## src/rtl/axi_rd_arbiter.sv

```systemverilog
// axi_rd_arbiter: shares one AXI read channel (AR/R) between inst-fetch and data-load requesters.
// Define ARB_ROUND_ROBIN_EN for round-robin collision arbitration; default is fixed data priority.
module axi_rd_arbiter #(
    parameter int ADDR_W = 32,
    parameter int DATA_W = 32,
    parameter int LEN_W  = 8
) (
    input  logic              clk,
    input  logic              rst,
    input  logic              i_req,
    input  logic [ADDR_W-1:0] i_addr,
    input  logic [LEN_W-1:0]  i_len,
    output logic              i_gnt,
    output logic              i_rvalid,
    output logic [DATA_W-1:0] i_rdata,
    output logic              i_rlast,
    input  logic              d_req,
    input  logic [ADDR_W-1:0] d_addr,
    input  logic [LEN_W-1:0]  d_len,
    output logic              d_gnt,
    output logic              d_rvalid,
    output logic [DATA_W-1:0] d_rdata,
    output logic              d_rlast,
    output logic              rd_err,
    output logic [3:0]        arid,
    output logic [ADDR_W-1:0] araddr,
    output logic [LEN_W-1:0]  arlen,
    output logic [2:0]        arsize,
    output logic [1:0]        arburst,
    output logic              arvalid,
    input  logic              arready,
    input  logic [3:0]        rid,
    input  logic [DATA_W-1:0] rdata,
    input  logic [1:0]        rresp,
    input  logic              rlast,
    input  logic              rvalid,
    output logic              rready
);
    typedef enum logic [1:0] {IDLE, AR, R} state_t;
    state_t         state;
    logic [LEN_W:0] cnt;
    logic           pick_d, own_d, ar_hs, beat;

    assign own_d = arid[0];
    assign ar_hs = arvalid && arready;
    assign beat  = rready && rvalid;

`ifdef ARB_ROUND_ROBIN_EN
    logic last_owner;
    assign pick_d = d_req && (!i_req || !last_owner);
    always_ff @(posedge clk or posedge rst)
        if (rst) last_owner <= 1'b0;
        else if (ar_hs) last_owner <= own_d;
`else
    assign pick_d = d_req;
`endif

    always_ff @(posedge clk or posedge rst) begin
        if (rst) begin
            state   <= IDLE;
            arvalid <= 1'b0;
            rready  <= 1'b0;
            arid    <= '0;
            araddr  <= '0;
            arlen   <= '0;
            cnt     <= '0;
        end else begin
            case (state)
                IDLE: if (i_req || d_req) begin
                    state   <= AR;
                    arvalid <= 1'b1;
                    arid    <= {3'b000, pick_d};
                    araddr  <= pick_d ? d_addr : i_addr;
                    arlen   <= pick_d ? d_len : i_len;
                end
                AR: if (arready) begin
                    state   <= R;
                    arvalid <= 1'b0;
                    rready  <= 1'b1;
                    cnt     <= '0;
                end
                R: if (rvalid) begin
                    cnt <= cnt + 1'b1;
                    if (rlast) begin
                        state  <= IDLE;
                        rready <= 1'b0;
                    end
                end
                default: state <= IDLE;
            endcase
        end
    end

    assign arsize   = 3'b010;
    assign arburst  = 2'b01;
    assign i_gnt    = ar_hs && !own_d;
    assign d_gnt    = ar_hs && own_d;
    assign i_rvalid = beat && !own_d;
    assign d_rvalid = beat && own_d;
    assign i_rlast  = i_rvalid && rlast;
    assign d_rlast  = d_rvalid && rlast;
    assign i_rdata  = i_rvalid ? rdata : '0;
    assign d_rdata  = d_rvalid ? rdata : '0;
    // cnt is the index of the current beat, so a well-formed last beat has cnt == arlen
    assign rd_err   = beat && (rresp != 2'b00 || (rlast ? cnt != {1'b0, arlen} : cnt == {1'b0, arlen}));

    rid_match: assert property (@(posedge clk) disable iff (rst) beat |-> rid == arid);
endmodule

```

## config.mk

```make
export PLATFORM = sky130hd
export DESIGN_NAME = axi_rd_arbiter
export DESIGN_NICKNAME = d
export VERILOG_FILES = /design/src/rtl/axi_rd_arbiter.sv
export SDC_FILE = /design/constraint.sdc
export NUM_CORES = 1
export LEC_CHECK = 0
export BUFFER_PORTS_ARGS = -buffer_cell sky130_fd_sc_hd__buf_2
export CAP_MARGIN = 20
export CORE_AREA = 2 2 95 97
export DETAILED_ROUTE_END_ITERATION = 6
export DIE_AREA = 0 0 97 99
export PLACE_DENSITY = 0.77
export SLEW_MARGIN = 10
export SYNTH_ARGS = -nofsm -noshare
export SYNTH_HDL_FRONTEND = slang
export SYNTH_SLANG_ARGS = --single-unit
```

## constraint.sdc

```tcl
create_clock -name clk -period 3.3 [get_ports clk]
set_input_delay 0.825 -clock clk [delete_from_list [all_inputs] [get_ports clk]]
set_output_delay 0.825 -clock clk [all_outputs]
set_load 0.01 [all_outputs]
```

## Word-level counts from Yosys, hierarchy flattened

Index checks and enable logic that the tools add are counted.
W data, S select, Z words.

- Register bits after elaboration: 54
- Bits of input ports: 125

- $add $sub $neg: 1
- Equality and inequality tests: 8
- Multiplexer cells: 20
- Reductions and logical operators: 21

Operators by type and width:

| operator | number |
|---|---|
| $mux W32 | 3 |
| $mux W9 | 2 |
| $pmux W9 S2 | 1 |
| $add A9 B1 Y9 const B | 1 |
| $eq A9 B8 Y1 | 1 |
| $logic_and A1 B1 Y1 | 9 |
| $ne A9 B8 Y1 | 1 |
| $mux W2 | 4 |
| $mux W8 | 1 |
| $ne A2 B2 Y1 const B | 4 |
| $reduce_and A4 Y1 | 2 |
| $mux W1 | 6 |
| $pmux W2 S3 | 1 |
| $reduce_and A3 Y1 | 2 |
| $reduce_bool A2 Y1 | 3 |
| $pmux W1 S2 | 2 |
| $eq A2 B1 Y1 const B | 1 |
| $eq A2 B2 Y1 const B | 1 |
| $logic_not A2 Y1 | 1 |
| $logic_or A1 B1 Y1 | 2 |
| $reduce_and A2 Y1 | 1 |
| $logic_not A1 Y1 | 1 |

## Logic depth before layout (Yosys ltp)

- Depth in word-level cells: 4
- Mapped depth: 7
- Depth with buffers taken out: 4

## Worst setup path after synthesis

No wires, ideal clock.

- Path type: input to output
- Start: in rvalid
- End: out d_rdata[22]
- Arrival: 1.611 ns
- Path slack: 0.864 ns
- Cell stages on the path: 4
- Buffers on the path: 2
- Path through: and3_1 clkbuf_1 clkbuf_1 and2_1

- Cells in the longest elaborated chain, start to end: 3

RTL lines:

| element | RTL line | source |
|---|---|---|
| from (decl) | 36 | `input logic rvalid,` |
| $logic_and A1 B1 Y1 | 46 | `assign beat = rready && rvalid;` |
| $logic_and A1 B1 Y1 | 99 | `assign d_rvalid = beat && own_d;` |
| net d_rvalid | 21 | `output logic d_rvalid,` |
| $mux W32 | 103 | `assign d_rdata = d_rvalid ? rdata : '0;` |
| to (decl) | 22 | `output logic [DATA_W-1:0] d_rdata,` |

The timed path passes the listed nets, and every way through them passes these cells.

## Final worst setup path

- Start: reg cnt[3]
- End: out rd_err

- Cells in the longest elaborated chain, start to end: 4
- Elaborated cells between the ends (all ways): 5
- Classes of those cells: 2 x eq/ne; 1 x mux; 2 x reduce/logical

RTL lines:

| element | RTL line | source |
|---|---|---|
| from (decl) | 41 | `logic [LEN_W:0] cnt;` |
| from (signal assigned) | 83 | `cnt <= cnt + 1'b1;` |
| $eq A9 B8 Y1 / $ne A9 B8 Y1 (equally long branches) | 105 | `assign rd_err = beat && (rresp != 2'b00 \|\| (rlast ? cnt != {1'b0, arlen} : cnt == {1'b0, arlen}));` |
| $mux W1 * | 105 |  |
| $logic_or A1 B1 Y1 * | 105 |  |
| $logic_and A1 B1 Y1 * | 105 |  |
| to (decl) | 24 | `output logic rd_err,` |

Every way passes the cells marked *; elsewhere a longest branch is shown, timed or not.

==> run summary <==
Status -> completed
Post-route minimum period -> 2740 ps
Crit end category -> output port
Layout net count -> 703
Fin Setup TNS -> 0 ps
Buffer levels on the longest clock path -> 2
Drt drc -> 0
DIE AREA -> 0.009603 mm^2
Yosys Warn Count -> 0
Number of synthesized flops with an enable pin -> 0
Top-count cell post-synth -> and2_1
Ports -> 247
Total number of vias -> 3238
Largest net degree at the start of global routing -> 68
FMAX -> 364.9 MHz
Post-synth ARST share -> 1.000
Slew @ Worst Pin -> 681.5 ps
Buf+Inv Stages, Crit Path -> 1
Yosys reg bits -> 54
Wirelength per Cell -> 14.06 um
Resized Gates After CTS -> 0
Rows -> 34
Top delay family on crit path -> simple AND/OR/NAND/NOR gates
Distinct cells, synth -> 38
Mapped Area -> 0.003286 mm^2
Hold/Removal Path Class -> reg -> reg
Area share of the largest cell type after synthesis -> 0.4113
Ordered list of cells on the worst path -> xor2_1 > nor4_1 > a21oi_1 > nor3b_1 > buf_2
Unrepaired setup endpoints after global routing -> false
Maxcap violations -> 0
Synth Instances -> 359
Layout area overhead -> 38.84%
First-pass GRT wire length -> 15320 um
Initial drt markers -> 111
Lkg Pwr -> 2.483 nW
Remaining antenna violation count -> 0
Initial Util -> 0.3843
First-pass iteration count of the detailed router -> 4
Total grt overflow -> 0
Maximum vdd drop -> 0.3709 mV
Global Route Usage Sum -> 0.1956
Layout cell share with drive strength beyond 1 -> 0.4367
Pwr/cell area -> 667.5 mW/mm^2
Hold_buf cts -> 0
CORE AREA -> 0.008551 mm^2
CP max FO -> 6
Post-CTS Setup Inserts -> 0
CP max stage cell -> dfrtp_1
Area contributors post-synth -> dfrtp_1 (41%), and2_1 (13%), mux2i_1 (12%)
Type of the worst setup path -> reg -> out
Die Wd -> 97 um
Clock Latency Late Sink -> 300 ps
Pwr Total -> 3.045 mW
H-Tree Depth -> 2
Most frequent cells after synthesis -> and2_1 (66), dfrtp_1 (54), nor2_1 (50), a21oi_1 (49), mux2i_1 (41)
Synth Flop Type -> dfrtp_1
CTS tree -> built
WP data required -> 2470 ps
Signal arrival time at the worst endpoint -> 1920 ps
Detailed Place HPWL -> 7869 um
TritonCTS buffer count -> 5
Final count of hold timing violations -> 0
RePlAce Congestion -> 0.8938
Syn Area/Cell -> 9.152 um^2
Area leader, netlist -> dfrtp_1
Post-synthesis sequential area ratio -> 0.4113
Crit-path max cell delay -> 470 ps
Clock transition at the registers of the reported paths -> 100 ps
Period utilization -> 0.8304
Max_slew headroom -> 0.5457
Via/cell ratio -> 4.720
Initial antenna violation count -> 1
Final Skew -> 10.30 ps
CTS Root Cell -> clkbuf_8
Max-slew violations -> 0
Routed WL -> 9645 um
Clk sink count -> 54
Die Span Y -> 99 um
Port bufs -> 234
Final setup viols -> 0
Number of global-route vias before repair -> 3126
CP startpoint kind -> register
## stage by stage
| stage | cells | cell area [um^2] | utilization | setup WS [ps] | hold WS (ps) |
|---|---|---|---|---|---|
| global route | 686 | 4562 | 0.5335 | 341.4 | 555.6 |
| floorplan | 365 | 3308 | - | 863.8 | 522.3 |
| global placement | 678 | 4479 | 0.5239 | 800.5 | 504.1 |
| CTS | 685 | 4559 | 0.5332 | 533.6 | 533.4 |
| detailed placement | 678 | 4479 | 0.5239 | 770.8 | 508.9 |
| finish | 686 | 4562 | 0.5335 | 559.7 | 529.2 |
## registers in the layout (all words and copies together), names as in the netlist
name / flops
araddr: 32
cnt: 9
arid: 1
rready: 1
arlen: 8
arvalid: 1
state: 2
## worst paths after layout
path / startpoint / endpoint / slack, ps / cells past startpoint
worst max-delay path: cnt[3] / rd_err / 560 / 5
worst min register to register: araddr[29] / araddr[29] / 530 / 2
worst min-delay path: araddr[29] / araddr[29] / 530 / 2
max in group asynchronous: rst / cnt[0] / 2140 / 3
min in group asynchronous: rst / araddr[0] / 700 / 3
worst max register to register: state[1] / araddr[12] / 1510 / 5
## cell families after synthesis
logic type | Yosys count | synth area share
AO/OA/AOI/OAI | 61 | 0.1181
XOR/XNOR | 12 | 0.03199
adder cells (fa/ha/maj) | 1 | 0.003807
buffers and inverters | 38 | 0.06131
flip-flops | 54 | 0.4113
multiplexers | 41 | 0.1249
other | 2 | 0.002286
AND/OR/NAND/NOR | 150 | 0.2464
## routing by layer
layer	wire length (um)	up-vias	track usage
li1	-	1612	-
met1	3443	1444	0.2135
met2	5146	170	0.3766
met3	887	12	0.05035
met4	167	0	0.04875
met5	0	-	0
## worst min-delay path: cells and delay by family, from the launching register on
family / cells / cell delay [ps]
flip-flops: 1 / 340
AO/OA/AOI/OAI: 1 / 100
AND/OR/NAND/NOR: 1 / 40
## placed cells by master, fill, tap and decap left out, types with 4 or more instances in the layout
| cell | instances |
|---|---|
| conb_1 | 8 |
| a21oi_1 | 49 |
| xor2_1 | 9 |
| dfrtp_1 | 54 |
| and2_1 | 66 |
| clkbuf_8 | 5 |
| buf_2 | 234 |
| buf_4 | 4 |
| nor2_1 | 50 |
| mux2i_1 | 41 |
| nand2_1 | 11 |
## layout make-up
cell class,instances,area (um^2)
Antenna cell,1,2.502
Clock buffer,6,72.57
Clock inverter,1,7.507
Fill cell,790,3989
Inverter,4,15.01
Multi-Input combinational cell,273,1757
Sequential cell,54,1351
Tap cell,108,135.1
Timing Repair Buffer,239,1221
## report_power, final
group	switching (mW)	leakage (nW)	internal, mW
Sequential	0.227	0.622	0.942
Clock	0.208	0.0373	0.146
Combinational	0.861	1.82	0.661
Total	1.30	2.48	1.75
No activity file was read; power rests on OpenSTA's default activity.
